[src/rtl/bus_demux1to4.sv]
// bus_demux1to4: steers one initiator request to one of four targets
// by address decode and returns the selected target's response.
//
// Ports:
//   clk, rst        clock (rising edge), async active-high reset
//   req_valid/ready initiator request handshake (ready only in IDLE)
//   req_addr/we/wdata/be  initiator request fields
//   rsp_valid       one-cycle response pulse
//   rsp_rdata       read data (0 on writes and errors)
//   rsp_err         error qualifier (bad address or timeout)
//   t_req_valid[4]  one-hot request valid per target
//   t_req_ready[4]  per-target request ready
//   t_addr/we/wdata/be  latched request, shared by all targets
//   t_rsp_valid[4]  per-target response valid
//   t_rsp_rdata     packed read data, target n at [32n+31:32n]
module bus_demux1to4 #(
  parameter int unsigned SEL_LSB = 28,
  parameter int unsigned TIMEOUT = 255
) (
  input  logic         clk,
  input  logic         rst,
  input  logic         req_valid,
  output logic         req_ready,
  input  logic [31:0]  req_addr,
  input  logic         req_we,
  input  logic [31:0]  req_wdata,
  input  logic [3:0]   req_be,
  output logic         rsp_valid,
  output logic [31:0]  rsp_rdata,
  output logic         rsp_err,
  output logic [3:0]   t_req_valid,
  input  logic [3:0]   t_req_ready,
  output logic [31:0]  t_addr,
  output logic         t_we,
  output logic [31:0]  t_wdata,
  output logic [3:0]   t_be,
  input  logic [3:0]   t_rsp_valid,
  input  logic [127:0] t_rsp_rdata
);

  localparam logic [15:0] TMO = TIMEOUT[15:0];

  typedef enum logic [2:0] {
    IDLE = 3'd0,
    REQ  = 3'd1,
    WAIT = 3'd2,
    RSP  = 3'd3,
    ERR  = 3'd4
  } state_t;

  state_t      state_q, state_d;
  logic [1:0]  sel_q, sel_d;
  logic [31:0] addr_q, addr_d;
  logic        we_q, we_d;
  logic [31:0] wdata_q, wdata_d;
  logic [3:0]  be_q, be_d;
  logic [15:0] cnt_q, cnt_d;
  logic [31:0] rdata_q, rdata_d;

  logic        accept;
  logic        legal;
  logic [1:0]  req_sel;
  logic        tgt_rdy;
  logic        tgt_rsp;
  logic [31:0] tgt_rdata;
  logic [15:0] cnt_inc;
  logic        tmo;

  // Address decode on the live request.
  // Shifting past the word yields 0, so
  // a select field at the top bits is legal.
  assign legal   = (req_addr >> (SEL_LSB + 2)) == 32'd0;
  assign req_sel = req_addr[SEL_LSB+1:SEL_LSB];
  assign accept  = (state_q == IDLE) && req_valid;

  // Selected-target view of the return path.
  always_comb begin
    tgt_rdy   = 1'b0;
    tgt_rsp   = 1'b0;
    tgt_rdata = 32'd0;
    unique case (sel_q)
      2'd0: begin
        tgt_rdy   = t_req_ready[0];
        tgt_rsp   = t_rsp_valid[0];
        tgt_rdata = t_rsp_rdata[31:0];
      end
      2'd1: begin
        tgt_rdy   = t_req_ready[1];
        tgt_rsp   = t_rsp_valid[1];
        tgt_rdata = t_rsp_rdata[63:32];
      end
      2'd2: begin
        tgt_rdy   = t_req_ready[2];
        tgt_rsp   = t_rsp_valid[2];
        tgt_rdata = t_rsp_rdata[95:64];
      end
      2'd3: begin
        tgt_rdy   = t_req_ready[3];
        tgt_rsp   = t_rsp_valid[3];
        tgt_rdata = t_rsp_rdata[127:96];
      end
      default: ;
    endcase
  end

  // Timeout fires on the cycle the count
  // would reach TIMEOUT, so REQ+WAIT lasts
  // exactly TIMEOUT cycles.
  assign cnt_inc = cnt_q + 16'd1;
  assign tmo     = (cnt_inc == TMO);

  // State register.
  always_ff @(posedge clk or posedge rst) begin
    if (rst) begin
      state_q <= IDLE;
    end else begin
      state_q <= state_d;
    end
  end

  // Next-state logic. A response on the
  // timeout cycle takes priority.
  always_comb begin
    state_d = state_q;
    unique case (state_q)
      IDLE: begin
        if (req_valid) begin
          state_d = legal ? REQ : ERR;
        end
      end
      REQ: begin
        if (tgt_rdy && tgt_rsp) begin
          state_d = RSP;
        end else if (tmo) begin
          state_d = ERR;
        end else if (tgt_rdy) begin
          state_d = WAIT;
        end
      end
      WAIT: begin
        if (tgt_rsp) begin
          state_d = RSP;
        end else if (tmo) begin
          state_d = ERR;
        end
      end
      RSP:     state_d = IDLE;
      ERR:     state_d = IDLE;
      default: state_d = IDLE;
    endcase
  end

  // Datapath next values.
  always_comb begin
    sel_d   = sel_q;
    addr_d  = addr_q;
    we_d    = we_q;
    wdata_d = wdata_q;
    be_d    = be_q;
    cnt_d   = cnt_q;
    rdata_d = rdata_q;
    if (accept) begin
      sel_d   = req_sel;
      addr_d  = req_addr;
      we_d    = req_we;
      wdata_d = req_wdata;
      be_d    = req_be;
      cnt_d   = 16'd0;
      rdata_d = 32'd0;
    end else if (state_q == REQ ||
                 state_q == WAIT) begin
      cnt_d = cnt_inc;
      if (state_d == RSP) begin
        rdata_d = we_q ? 32'd0 : tgt_rdata;
      end
    end
  end

  // Datapath registers.
  always_ff @(posedge clk or posedge rst) begin
    if (rst) begin
      sel_q   <= 2'd0;
      addr_q  <= 32'd0;
      we_q    <= 1'b0;
      wdata_q <= 32'd0;
      be_q    <= 4'd0;
      cnt_q   <= 16'd0;
      rdata_q <= 32'd0;
    end else begin
      sel_q   <= sel_d;
      addr_q  <= addr_d;
      we_q    <= we_d;
      wdata_q <= wdata_d;
      be_q    <= be_d;
      cnt_q   <= cnt_d;
      rdata_q <= rdata_d;
    end
  end

  // Outputs. req_ready is held low while
  // rst is asserted.
  always_comb begin
    req_ready   = 1'b0;
    rsp_valid   = 1'b0;
    rsp_err     = 1'b0;
    rsp_rdata   = 32'd0;
    t_req_valid = 4'd0;
    unique case (state_q)
      IDLE: req_ready = ~rst;
      REQ:  t_req_valid = 4'b0001 << sel_q;
      WAIT: ;
      RSP: begin
        rsp_valid = 1'b1;
        rsp_rdata = rdata_q;
      end
      ERR: begin
        rsp_valid = 1'b1;
        rsp_err   = 1'b1;
      end
      default: ;
    endcase
  end

  assign t_addr  = addr_q;
  assign t_we    = we_q;
  assign t_wdata = wdata_q;
  assign t_be    = be_q;

endmodule

[config.mk]
export PLATFORM = sky130hd
export DESIGN_NAME = bus_demux1to4
export DESIGN_NICKNAME = d
export VERILOG_FILES = /design/src/rtl/bus_demux1to4.sv
export SDC_FILE = /design/constraint.sdc
export NUM_CORES = 1
export LEC_CHECK = 0
export CORE_MARGIN = 3
export CORE_UTILIZATION = 40
export CTS_BUF_LIST = sky130_fd_sc_hd__clkbuf_8 sky130_fd_sc_hd__clkbuf_16
export CTS_CLUSTER_SIZE = 10
export DETAILED_ROUTE_END_ITERATION = 12
export PLACE_DENSITY = 0.9
export SYNTH_ARGS = -nofsm -noshare
export SYNTH_HDL_FRONTEND = slang
export SYNTH_SLANG_ARGS = --single-unit
export TNS_END_PERCENT = 1
[constraint.sdc]
create_clock -name clk -period 5.2 [get_ports clk]
set_input_delay 0.78 -clock clk [delete_from_list [all_inputs] [get_ports clk]]
set_output_delay 0.78 -clock clk [all_outputs]
set_load 0.03 [all_outputs]
==> tab_implementation.tex, run 1 <==
\begin{tabular}{lr}
\hline
Metric & Value \\
\hline
\multicolumn{2}{l}{\textbf{Status}} \\
\quad Outcome & completed \\
\multicolumn{2}{l}{\textbf{Finish}} \\
\quad Proportion of layout cells with a drive suffix above 1 & 8.90\% \\
\quad Number of diodes added for antenna fixing & 0 \\
\quad Highest-count cells in the layout ignoring fill and taps & 315 x sky130\_fd\_sc\_hd\_\_clkdlybuf4s50\_1, 252 x sky130\_fd\_sc\_hd\_\_nand2\_1, 118 x sky130\_fd\_sc\_hd\_\_dfrtp\_1 \\
\quad Commonest non-fill, non-tap cell in the layout & sky130\_fd\_sc\_hd\_\_clkdlybuf4s50\_1 \\
\quad Synthesis-to-finish area growth & 61.7\% \\
\quad Fill cell count & 1147 \\
\quad Net count of the finished layout & 1175 \\
\quad Filler-free cell count of the finished design & 1189 \\
\multicolumn{2}{l}{\textbf{Yosys}} \\
\quad Synthesized netlist cell count & 668 \\
\quad Ys async rst share & 100\% \\
\quad Synth Area per Inst & 9.44 µm² \\
\quad Main flop type after synthesis & sky130\_fd\_sc\_hd\_\_dfrtp\_1 \\
\quad Synthesis warning total & 0 \\
\quad Register area share after synthesis & 47.6\% \\
\quad Synthesized cell area & 0.00630 mm² \\
\quad Count of different cell masters after synthesis & 52 \\
\quad Count of flip-flops with a built-in enable after synthesis & 0 \\
\quad Flops \& latches, synth & 120 \\
\quad Synthesized Nets & 878 \\
\multicolumn{2}{l}{\textbf{Power}} \\
\quad Leakage & 4.33 nW \\
\quad PD cells & 532 mW/mm² \\
\quad Max IR drop VDD & 348 µV \\
\multicolumn{2}{l}{\textbf{Worst setup path}} \\
\quad Logic depth of the worst register-to-register path & 5 \\
\quad Classification of the worst setup path & flip-flop to output port \\
\quad Data arrival time of the critical path & 2850 ps \\
\quad Element type at the critical path start & flip-flop \\
\quad Type of element capturing the critical path & output port \\
\quad Top fanout value on the critical path & 38 \\
\quad Data required time of the worst path & 4420 ps \\
\multicolumn{2}{l}{\textbf{CTS}} \\
\quad Worst skew pair latency & 410 ps \\
\quad Number of CTS-inserted buffers & 17 \\
\quad Post-CTS resize count & 0 \\
\quad Clock slew at reported path FFs & 50 ps \\
\quad CTS Hold Bufs & 0 \\
\quad Setup Fix Bufs, Post-CTS & 0 \\
\quad Max clock buf depth & 2 \\
\quad CTS tree & yes \\
\quad Clock root buffer & sky130\_fd\_sc\_hd\_\_clkbuf\_16 \\
\quad H-tree Lvls & 4 \\
\quad TritonCTS Sinks & 120 \\
\multicolumn{2}{l}{\textbf{Global route}} \\
\quad Via count of the first global-routing pass & 6226 \\
\quad First-pass GRT wire length & 33900 µm \\
\quad Overall Global Routing Usage & 24.5\% \\
\quad Number of antenna violations at the first check in global routing & 0 \\
\quad Grt ovf & 0 \\
\quad Pin count of the biggest net entering global routing & 60 \\
\multicolumn{2}{l}{\textbf{Floorplan}} \\
\quad Area of the core & 0.0153 mm² \\
\quad Number of rows created at floorplan & 45 \\
\quad Count of boundary I/O pins & 316 \\
\quad Vert. Die Dim & 132 µm \\
\quad Die area & 0.0173 mm² \\
\quad Width of the die & 132 µm \\
\quad Starting density of the core & 41.2\% \\
\multicolumn{2}{l}{\textbf{Timing}} \\
\quad Final period util & 69.8\% \\
\quad Fin Setup TNS & 0 ps \\
\quad FMAX & 275 MHz \\
\quad Unrepaired setup endpoints after global routing & false \\
\quad Actual transition at the worst max-transition pin & 1130 ps \\
\quad Crit path time final & 3630 ps \\
\quad Number of endpoints with negative hold slack in the final report & 0 \\
\quad Max Transition Viols Final & 0 \\
\quad Post-Route Skew & 5.93 ps \\
\quad Final setup violating endpoints & 0 \\
\quad Worst slew slack as a fraction of its limit & 24.8\% \\
\quad Final worst hold slack & 469 ps \\
\multicolumn{2}{l}{\textbf{Placed design}} \\
\quad Post-DP HPWL & 16000 µm \\
\quad Count of placed standard cells including taps & 1157 \\
\quad Port Buffers & 315 \\
\quad Placer congestion estimate & 0.850 \\
\multicolumn{2}{l}{\textbf{Run}} \\
\quad Max-cap viol count & 0 \\
\multicolumn{2}{l}{\textbf{Min path}} \\
\quad Hold path cells & 2 \\
\quad Classification of the worst-slack hold path & flip-flop to flip-flop \\
\multicolumn{2}{l}{\textbf{Drt}} \\
\quad Via-to-Cell Ratio & 5.17 \\
\quad Post-detailed-route wirelength per cell & 17.9 µm \\
\quad Number of design-rule violations left by the first detailed-router iteration & 435 \\
\quad Via count of the routed design & 6153 \\
\quad Drc violations & 0 \\
\quad Remaining number of nets flagged by the antenna check after routing & 0 \\
\quad First-pass detailed-route iteration total & 5 \\
\quad Wirelength, routed & 21300 µm \\
\hline
\end{tabular}
-- flip-flops by register name (all words and copies together), names as in the netlist --
signal and count:
rdata_q 32, t_wdata 32, t_addr 31, cnt_q 16, t_be 4, state_q 3
sel_q 1, t_we 1
-- power breakdown --
part,internal (mW),switching [mW]
clock network,0.789,0.422
registers,1.33,0.319
logic,1.13,1.44
-- cell families (layout without fill, tap and decap cells) --
group	count (synthesis)	count (layout)	share of synthesized area, %
simple gates	378	378	27.9
mux	36	36	12.5
fa+ha+maj	2	2	0.397
flops	120	120	47.6
buf+inv	49	359	3.75
compound gates	79	79	7.28
xor+xnor	4	4	0.556
-- layer usage --
layer,global-route usage (%),vias to the layer above,part of all wire (%)
met5,0,-,0
met4,10.4,0,3.1
met3,6.78,47,6.7
met2,42.0,268,52
met1,28.9,2974,39
li1,-,2864,-
-- metrics by stage --
step           power [mW]  area [µm²]  utilization (%)  setup slack (ps)
3_5_place_dp         4.23        9580             62.5              1920
3_3_place_gp         4.16        9580             62.5              1950
4_1_cts              5.46       10200             66.5              1510
2_1_floorplan        3.21        6300                -              1230
5_1_grt              5.73       10200             66.5              1300
6_report             5.42       10200             66.5              1570
-- critical path, cell delays in order, from the launching register on --
cell and delay [ps]:
sky130_fd_sc_hd__dfrtp_2 930, sky130_fd_sc_hd__nor4bb_1 540, sky130_fd_sc_hd__nor2b_1 200, sky130_fd_sc_hd__clkdlybuf4s50_1 730
-- area by class of cell --
type | count | area, µm² | share of cell area, %
Timing Repair Buffer | 323 | 3210 | 31.5
Clock inverter | 12 | 149 | 1.46
Tap cell | 211 | 264 | 2.59
Inverter | 4 | 17.5 | 0.172
Multi-Input combinational cell | 499 | 3080 | 30.2
Clock buffer | 20 | 467 | 4.58
Sequential cell | 120 | 3010 | 29.5
-- cell usage after synthesis, types with 2 or more instances --
cell                          n  area, µm²
sky130_fd_sc_hd__a21oi_1     38        190
sky130_fd_sc_hd__or2_2        2       12.5
sky130_fd_sc_hd__or3_1        2       12.5
sky130_fd_sc_hd__o2bb2ai_1    2       17.5
sky130_fd_sc_hd__clkbuf_1    24       90.1
sky130_fd_sc_hd__buf_2       12       60.1
sky130_fd_sc_hd__nand2b_1     2       12.5
sky130_fd_sc_hd__buf_1        2       7.51
sky130_fd_sc_hd__o21ai_0     19       95.1
sky130_fd_sc_hd__mux2_2       2       22.5
sky130_fd_sc_hd__nand4_1      5       31.3
sky130_fd_sc_hd__xnor2_1      2       17.5
sky130_fd_sc_hd__inv_1        4       15.0
sky130_fd_sc_hd__a211oi_1     2       15.0
sky130_fd_sc_hd__o21ai_1      3       15.0
sky130_fd_sc_hd__nor3_1       5       25.0
sky130_fd_sc_hd__xor2_1       2       17.5
sky130_fd_sc_hd__nor4b_2      2       30.0
sky130_fd_sc_hd__buf_6        3       33.8
sky130_fd_sc_hd__nor4_1       3       18.8
sky130_fd_sc_hd__o41ai_1      2       17.5
sky130_fd_sc_hd__nor2b_1      3       18.8
sky130_fd_sc_hd__mux4_2      34        766
sky130_fd_sc_hd__and3b_1      2       17.5
sky130_fd_sc_hd__ha_1         2       25.0
sky130_fd_sc_hd__nand3_1      5       25.0
sky130_fd_sc_hd__dfrtp_1    120       3000
sky130_fd_sc_hd__nor3b_1      3       22.5
sky130_fd_sc_hd__a21oi_2      2       17.5
sky130_fd_sc_hd__and2_1      34        213
sky130_fd_sc_hd__nand2_1    253        950
sky130_fd_sc_hd__nor2_1      17       63.8
sky130_fd_sc_hd__buf_4        4       30.0
sky130_fd_sc_hd__nand3b_1    33        248
-- final timing paths --
path / start / end / slack [ps]
min in group asynchronous: rst / cnt_q[5] / 760
worst min-delay path: t_wdata[4] / t_wdata[4] / 470
worst max register to register: t_addr[29] / rdata_q[16] / 2030
worst max-delay path: t_addr[29] / t_req_valid[2] / 1570
worst min register to register: t_wdata[4] / t_wdata[4] / 470
max in group asynchronous: rst / sel_q[0] / 3430
Note: power is estimated with default switching activity, not from simulation.
==> run 2, diff against run 1 <==
clock period = 3.5 ns   (was 5.2 ns; I/O delays follow)
==> run 2 against run 1 <==
Effect of this change: combinational power is 53% higher; first-iteration DRC count is 35% higher; die area stayed put; critical path depth stayed put; worst hold slack better by 2.0 ps; sequential power is 44% higher; core utilization is 0.40 points higher.
==> tab_implementation.tex, run 2 (synthesis gave the netlist of run 1 again) <==
\begin{tabular}{lr}
\hline
Metric & Value \\
\hline
\multicolumn{2}{l}{\textbf{Status}} \\
\quad Outcome & completed \\
\multicolumn{2}{l}{\textbf{Drt}} \\
\quad Wirelength, routed & 22000 µm (+3.4\%) \\
\quad Drc violations & 0 (unchanged) \\
\quad Via count of the routed design & 6196 (+0.70\%) \\
\quad Via-to-Cell Ratio & 5.19 (+0.36\%) \\
\quad Number of design-rule violations left by the first detailed-router iteration & 588 (+35\%) \\
\quad Remaining number of nets flagged by the antenna check after routing & 0 (unchanged) \\
\quad Post-detailed-route wirelength per cell & 18.4 µm (+3.0\%) \\
\quad First-pass detailed-route iteration total & 5 (unchanged) \\
\multicolumn{2}{l}{\textbf{Floorplan}} \\
\quad Starting density of the core & 41.2\% (unchanged) \\
\quad Width of the die & 132 µm (unchanged) \\
\quad Number of rows created at floorplan & 45 (unchanged) \\
\quad Vert. Die Dim & 132 µm (unchanged) \\
\quad Count of boundary I/O pins & 316 (unchanged) \\
\quad Area of the core & 0.0153 mm² (unchanged) \\
\quad Die area & 0.0173 mm² (unchanged) \\
\multicolumn{2}{l}{\textbf{Timing}} \\
\quad Fin Setup TNS & 0 ps (unchanged) \\
\quad Post-Route Skew & 13.4 ps (+7.46 ps) \\
\quad Max Transition Viols Final & 0 (unchanged) \\
\quad Unrepaired setup endpoints after global routing & false \\
\quad FMAX & 305 MHz \\
\quad Crit path time final & 3270 ps \\
\quad Final setup violating endpoints & 0 (unchanged) \\
\quad Number of endpoints with negative hold slack in the final report & 0 (unchanged) \\
\quad Worst slew slack as a fraction of its limit & 30.0\% (+5.2 points) \\
\quad Actual transition at the worst max-transition pin & 1050 ps (-82.3 ps) \\
\quad Final period util & 93.5\% \\
\multicolumn{2}{l}{\textbf{CTS}} \\
\quad CTS tree & yes \\
\quad Clock root buffer & sky130\_fd\_sc\_hd\_\_clkbuf\_16 \\
\quad Clock slew at reported path FFs & 50 ps (about the same) \\
\quad Setup Fix Bufs, Post-CTS & 0 (unchanged) \\
\quad Max clock buf depth & 2 (unchanged) \\
\quad CTS Hold Bufs & 0 (unchanged) \\
\quad Worst skew pair latency & 420 ps (about the same) \\
\quad Number of CTS-inserted buffers & 17 (unchanged) \\
\quad H-tree Lvls & 4 (unchanged) \\
\quad TritonCTS Sinks & 120 (unchanged) \\
\quad Post-CTS resize count & 0 (unchanged) \\
\multicolumn{2}{l}{\textbf{Global route}} \\
\quad Number of antenna violations at the first check in global routing & 1 (+1) \\
\quad Pin count of the biggest net entering global routing & 121 (+100\%) \\
\quad Via count of the first global-routing pass & 6209 (-0.27\%) \\
\quad Grt ovf & 0 (unchanged) \\
\quad First-pass GRT wire length & 34300 µm (+1.1\%) \\
\quad Overall Global Routing Usage & 25.2\% (+0.67 points) \\
\multicolumn{2}{l}{\textbf{Power}} \\
\quad Net Switching & 3.22 mW (+48\%) \\
\quad Leakage & 4.38 nW (+1.1\%) \\
\quad Int Pwr & 4.95 mW (+53\%) \\
\quad Switching portion of total power & 39.4\% (-0.72 points) \\
\quad Total power of the final layout & 8.18 mW (+51\%) \\
\quad Portion of total power attributed to sequential cells & 29.1\% (-1.3 points) \\
\quad Max IR drop VDD & 602 µV (+73\%) \\
\quad Proportion of power drawn by the clock network & 23.1\% (+0.8 points) \\
\quad Comb pwr share & 47.8\% (+0.5 points) \\
\quad PD cells & 797 mW/mm² (+50\%) \\
\multicolumn{2}{l}{\textbf{Placed design}} \\
\quad Port Buffers & 315 (unchanged) \\
\quad Post-DP HPWL & 16000 µm (+0.39\%) \\
\quad Count of placed standard cells including taps & 1160 (+0.26\%) \\
\quad Placer congestion estimate & 0.867 (+2.1\%) \\
\quad Placement-stage cell area & 0.00961 mm² (+0.38\%) \\
\multicolumn{2}{l}{\textbf{Worst setup path}} \\
\quad Type of element capturing the critical path & output port \\
\quad Top fanout value on the critical path & 21 (-45\%) \\
\quad Element type at the critical path start & flip-flop \\
\quad Classification of the worst setup path & flip-flop to output port \\
\quad Data arrival time of the critical path & 2750 ps (-100 ps) \\
\quad Data required time of the worst path & 2970 ps (-1450 ps) \\
\multicolumn{2}{l}{\textbf{Finish}} \\
\quad Commonest non-fill, non-tap cell in the layout & sky130\_fd\_sc\_hd\_\_clkdlybuf4s50\_1 \\
\quad Area of the multi-input gates & 0.00308 mm² (unchanged) \\
\quad Synthesis-to-finish area growth & 62.6\% \\
\quad Net count of the finished layout & 1178 (+0.26\%) \\
\quad Sequential cell area & 0.00301 mm² (unchanged) \\
\quad Cell area after layout & 0.0103 mm² (+0.60\%) \\
\quad Proportion of layout cells with a drive suffix above 1 & 8.87\% (-0.027 points) \\
\quad Filler-free cell count of the finished design & 1193 (+0.34\%) \\
\quad Highest-count cells in the layout ignoring fill and taps & 315 x sky130\_fd\_sc\_hd\_\_clkdlybuf4s50\_1, 252 x sky130\_fd\_sc\_hd\_\_nand2\_1, 118 x sky130\_fd\_sc\_hd\_\_dfrtp\_1 \\
\quad Fin util & 66.9\% (+0.40 points) \\
\quad Fill cell count & 1177 (+2.6\%) \\
\multicolumn{2}{l}{\textbf{Min path}} \\
\quad Classification of the worst-slack hold path & flip-flop to flip-flop \\
\multicolumn{2}{l}{\textbf{Run}} \\
\quad Max-cap viol count & 0 (unchanged) \\
\hline
\end{tabular}
[run 2: cell types whose count changed in the layout (fill, tap and decap cells not counted), sizes merged]
cell      previous run  this run
buf                  8        11
bufinv               3         5
clkbuf              20        19
clkinvlp             3         1
diode                0         1
inv                  6         7
[run 2: layer usage]
| metal | track usage (%) | wire, µm | vias up |
|---|---|---|---|
| met5 | 0 | 0 | - |
| met4 | 7.99 | 571 | 0 |
| met3 | 7.81 | 1550 | 34 |
| met2 | 44.7 | 11500 | 267 |
| met1 | 28.9 | 8320 | 3025 |
| li1 | - | - | 2870 |
[run 2: final cells by class]
cell class | count | share of cell area [%]
diodes | 1 | 0.0244
repair buffers | 326 | 31.7
clock buffers | 19 | 4.42
well taps | 211 | 2.58
flip-flops and latches | 120 | 29.3
multi-input cells | 499 | 30.0
inverters | 4 | 0.183
clock inverters | 13 | 1.81
[run 2: critical path, cell delays in order, from the launching register on]
cell and delay, ps:
sky130_fd_sc_hd__dfrtp_2 680, sky130_fd_sc_hd__nor4bb_1 740, sky130_fd_sc_hd__nor2b_1 230, sky130_fd_sc_hd__clkdlybuf4s50_1 680
[run 2: power groups by stage]
stage / Sequential, mW / Clock (mW) / Combinational (mW)
floorplan: 3.03 / 0 / 1.74
global placement: 2.36 / 0 / 3.85
detailed placement: 2.39 / 0 / 3.92
CTS: 2.38 / 1.92 / 3.94
global route: 2.46 / 1.98 / 4.19
finish: 2.38 / 1.89 / 3.91
[run 2: final timing paths]
check	start	to	slack (ps)	depth (start not counted)
worst min register to register	t_wdata[2]	t_wdata[2]	470	2
worst max-delay path	t_addr[29]	t_req_valid[2]	230	3
min in group asynchronous	rst	state_q[1]	630	3
max in group asynchronous	rst	sel_q[0]	2250	3
worst min-delay path	t_wdata[2]	t_wdata[2]	470	2
worst max register to register	t_addr[29]	rdata_q[13]	820	6
[run 2: metrics by stage]
stage / hold slack [ps] / setup WS [ps]
CTS: 475 / 145
finish: 471 / 227
floorplan: 470 / 1290
detailed placement: 461 / 592
global placement: 456 / 633
global route: 495 / 72.4
==> run 3, diff against run 2 <==
--- a/config.mk
+++ b/config.mk
@@ -12,4 +12,5 @@
 export DETAILED_ROUTE_END_ITERATION = 12
 export PLACE_DENSITY = 0.9
+export RECOVER_POWER = 25
 export SYNTH_ARGS = -nofsm -noshare
 export SYNTH_HDL_FRONTEND = slang
==> constraint.sdc (replaced) <==
create_clock -name clk -period 3.5 [get_ports clk]
set_input_delay 0.875 -clock clk [delete_from_list [all_inputs] [get_ports clk]]
set_output_delay 0.875 -clock clk [all_outputs]
set_load 0.03 [all_outputs]
==> run 3 against run 2 <==
Effect of this change: the flow now finishes with violations (capacitance limit, slew limit); die area unchanged; sequential cell count unchanged; via count down 0.34%; routed wire length down 0.52%; clock power down 3%; maximum frequency down 1.8%; critical path type is now input port to output port; largest cell class unchanged.
==> tab_implementation.tex, run 3 (synthesis gave the netlist of run 1 again) <==
\begin{tabular}{lr}
\hline
Metric & Value \\
\hline
\multicolumn{2}{l}{\textbf{Status}} \\
\quad Outcome & complete, but fails checks \\
\quad Failing checks & capacitance limit, slew limit \\
\multicolumn{2}{l}{\textbf{Worst setup path}} \\
\quad Reg-to-Reg End & rdata\_q[9] \\
\quad Data required time of the worst path & 2620 ps (-350 ps) \\
\quad Classification of the worst setup path & input port to output port \\
\quad Logic depth of the worst register-to-register path & 7 (+1) \\
\quad Data arrival time of the critical path & 2460 ps (-290 ps) \\
\quad Reg-to-reg slack, setup & 930 ps (+110 ps) \\
\quad Reg-to-Reg Start & sel\_q[0] \\
\quad Top fanout value on the critical path & 2 (-90\%) \\
\quad Type of element capturing the critical path & output port \\
\quad Element type at the critical path start & input port \\
\multicolumn{2}{l}{\textbf{Timing}} \\
\quad Unrepaired setup endpoints after global routing & false \\
\quad Number of endpoints with negative hold slack in the final report & 0 (unchanged) \\
\quad Fin Setup TNS & 0 ps (unchanged) \\
\quad Crit path time final & 3330 ps (+59.5 ps) \\
\quad Final setup violating endpoints & 0 (unchanged) \\
\quad Final worst hold slack & 468 ps (-2.88 ps) \\
\quad FMAX & 300 MHz (-1.8\%) \\
\quad Post-Route Skew & 8.10 ps (-5.30 ps) \\
\quad Worst slew slack as a fraction of its limit & -10.3\% (-40 points) \\
\quad Worst-case setup margin in the final layout & 167 ps (-59.5 ps) \\
\quad Final period util & 95.2\% (+1.7 points) \\
\quad Actual transition at the worst max-transition pin & 1650 ps (+600 ps) \\
\quad Max Transition Viols Final & 36 (+36) \\
\multicolumn{2}{l}{\textbf{Drt}} \\
\quad Number of design-rule violations left by the first detailed-router iteration & 439 (-25\%) \\
\quad Remaining number of nets flagged by the antenna check after routing & 0 (unchanged) \\
\quad Post-detailed-route wirelength per cell & 18.3 µm (-0.85\%) \\
\quad First-pass detailed-route iteration total & 5 (unchanged) \\
\quad Drc violations & 0 (unchanged) \\
\quad Via count of the routed design & 6175 (-0.34\%) \\
\quad Via-to-Cell Ratio & 5.16 (-0.67\%) \\
\quad Wirelength, routed & 21900 µm (-0.52\%) \\
\multicolumn{2}{l}{\textbf{Finish}} \\
\quad Synthesis-to-finish area growth & 63.2\% \\
\quad Number of diodes added for antenna fixing & 0 (-1) \\
\quad Commonest non-fill, non-tap cell in the layout & sky130\_fd\_sc\_hd\_\_clkdlybuf4s50\_1 \\
\quad Proportion of layout cells with a drive suffix above 1 & 9.63\% (+0.77 points) \\
\quad Net count of the finished layout & 1183 (+0.42\%) \\
\quad Highest-count cells in the layout ignoring fill and taps & 314 x sky130\_fd\_sc\_hd\_\_clkdlybuf4s50\_1, 252 x sky130\_fd\_sc\_hd\_\_nand2\_1, 118 x sky130\_fd\_sc\_hd\_\_dfrtp\_1 \\
\multicolumn{2}{l}{\textbf{Global route}} \\
\quad Number of antenna violations at the first check in global routing & 0 (-1) \\
\quad Grt ovf & 0 (unchanged) \\
\quad Via count of the first global-routing pass & 6250 (+0.66\%) \\
\quad Overall Global Routing Usage & 25.2\% (about the same) \\
\quad First-pass GRT wire length & 34500 µm (+0.81\%) \\
\quad Pin count of the biggest net entering global routing & 74 (-39\%) \\
\multicolumn{2}{l}{\textbf{Power}} \\
\quad Int Pwr & 4.89 mW (-1.2\%) \\
\quad Portion of total power attributed to sequential cells & 28.7\% (-0.4 points) \\
\quad Comb pwr share & 48.9\% (+1.1 points) \\
\quad Net Switching & 3.30 mW (+2.4\%) \\
\quad Switching portion of total power & 40.3\% (+0.85 points) \\
\quad Leakage & 4.37 nW (-0.18\%) \\
\quad Proportion of power drawn by the clock network & 22.4\% (-0.7 points) \\
\quad Max IR drop VDD & 471 µV (-22\%) \\
\quad PD cells & 797 mW/mm² (about the same) \\
\multicolumn{2}{l}{\textbf{Min path}} \\
\quad Hold path cells & 2 (unchanged) \\
\quad Beginning of the worst hold path & t\_addr[11] \\
\quad Worst hold path endpoint & t\_addr[11] \\
\quad Classification of the worst-slack hold path & flip-flop to flip-flop \\
\multicolumn{2}{l}{\textbf{CTS}} \\
\quad Number of CTS-inserted buffers & 17 (unchanged) \\
\quad Clock root buffer & sky130\_fd\_sc\_hd\_\_clkbuf\_16 \\
\quad TritonCTS Sinks & 120 (unchanged) \\
\quad CTS tree & yes \\
\quad Worst skew pair latency & 410 ps (about the same) \\
\quad H-tree Lvls & 4 (unchanged) \\
\quad Clock slew at reported path FFs & 50 ps (about the same) \\
\quad Max clock buf depth & 2 (unchanged) \\
\quad CTS Hold Bufs & 0 (unchanged) \\
\multicolumn{2}{l}{\textbf{Floorplan}} \\
\quad Starting density of the core & 41.2\% (unchanged) \\
\quad Die area & 0.0173 mm² (unchanged) \\
\quad Width of the die & 132 µm (unchanged) \\
\quad Count of boundary I/O pins & 316 (unchanged) \\
\quad Number of rows created at floorplan & 45 (unchanged) \\
\quad Vert. Die Dim & 132 µm (unchanged) \\
\quad Area of the core & 0.0153 mm² (unchanged) \\
\multicolumn{2}{l}{\textbf{Placed design}} \\
\quad Placer congestion estimate & 0.862 (-0.63\%) \\
\quad Post-DP HPWL & 16300 µm (+1.6\%) \\
\quad Worst setup timing slack at the placement stage & 292 ps (-300 ps) \\
\quad Port Buffers & 315 (unchanged) \\
\multicolumn{2}{l}{\textbf{Run}} \\
\quad Max-cap viol count & 1 (+1) \\
\hline
\end{tabular}
## run 3: cell types whose count changed in the layout (fill, tap and decap cells not counted), sizes merged
cell           change
inv                -2
clkdlybuf4s50      -1
bufinv             -1
buf                +3
clkinv             +1
dlygate4sd3        +1
diode              -1
clkinvlp           +4
## run 3: power groups by stage
| stage | Clock [mW] | Combinational [mW] | Sequential (mW) |
|---|---|---|---|
| after CTS | 1.87 | 4.03 | 2.35 |
| after detailed placement | 0 | 4.00 | 2.36 |
| after global placement | 0 | 3.92 | 2.33 |
| after global routing | 1.93 | 4.28 | 2.43 |
| after floorplan | 0 | 1.74 | 3.03 |
| final | 1.84 | 4.00 | 2.35 |
## run 3: how the worst max path moves through the flow
stage | startpoint | endpoint | cells after the start
finish | rst | req_ready | 3
CTS | state_q[0] | t_req_valid[3] | 3
floorplan | rst | req_ready | 1
global route | state_q[0] | t_req_valid[2] | 3
global placement | rst | req_ready | 3
detailed placement | rst | req_ready | 3
## run 3: per-layer routing
layer | part of all wire, % | vias to the layer above | wire (µm) | global-route usage [%]
met5 | 0 | - | 0 | 0
met4 | 2.8 | 0 | 614 | 8.11
met3 | 7.2 | 39 | 1570 | 7.31
met2 | 53 | 259 | 11500 | 44.1
met1 | 37 | 3001 | 8150 | 29.7
li1 | - | 2876 | - | -
## run 3: what timing repair did
action,CTS,global route
buffers inserted,0,0
resized for setup,1,0
endpoints found under the setup margin,2,0
hold endpoints to repair,0,0
## run 3: critical path, stage by stage
cell and delay, ps:
sky130_fd_sc_hd__dlygate4sd3_1 570, sky130_fd_sc_hd__nor4_1 270, sky130_fd_sc_hd__clkdlybuf4s50_1 740
## run 3: final cells by class
type                    instances  area [µm²]
repair buffers                331        3290
flip-flops and latches        120        3010
multi-input cells             499        3080
clock buffers                  17         425
fillers                      1132        5030
inverters                       4        16.3
well taps                     211         264
clock inverters                15         203
## run 3: through the flow
step | power (mW) | util (%) | cells | cell area [µm²]
global placement | 6.25 | 63.2 | 1165 | 9670
global route | 8.65 | 67.2 | 1197 | 10300
finish | 8.20 | 67.2 | 1197 | 10300
detailed placement | 6.36 | 63.2 | 1165 | 9670
CTS | 8.25 | 67.3 | 1197 | 10300
floorplan | 4.77 | - | 668 | 6310
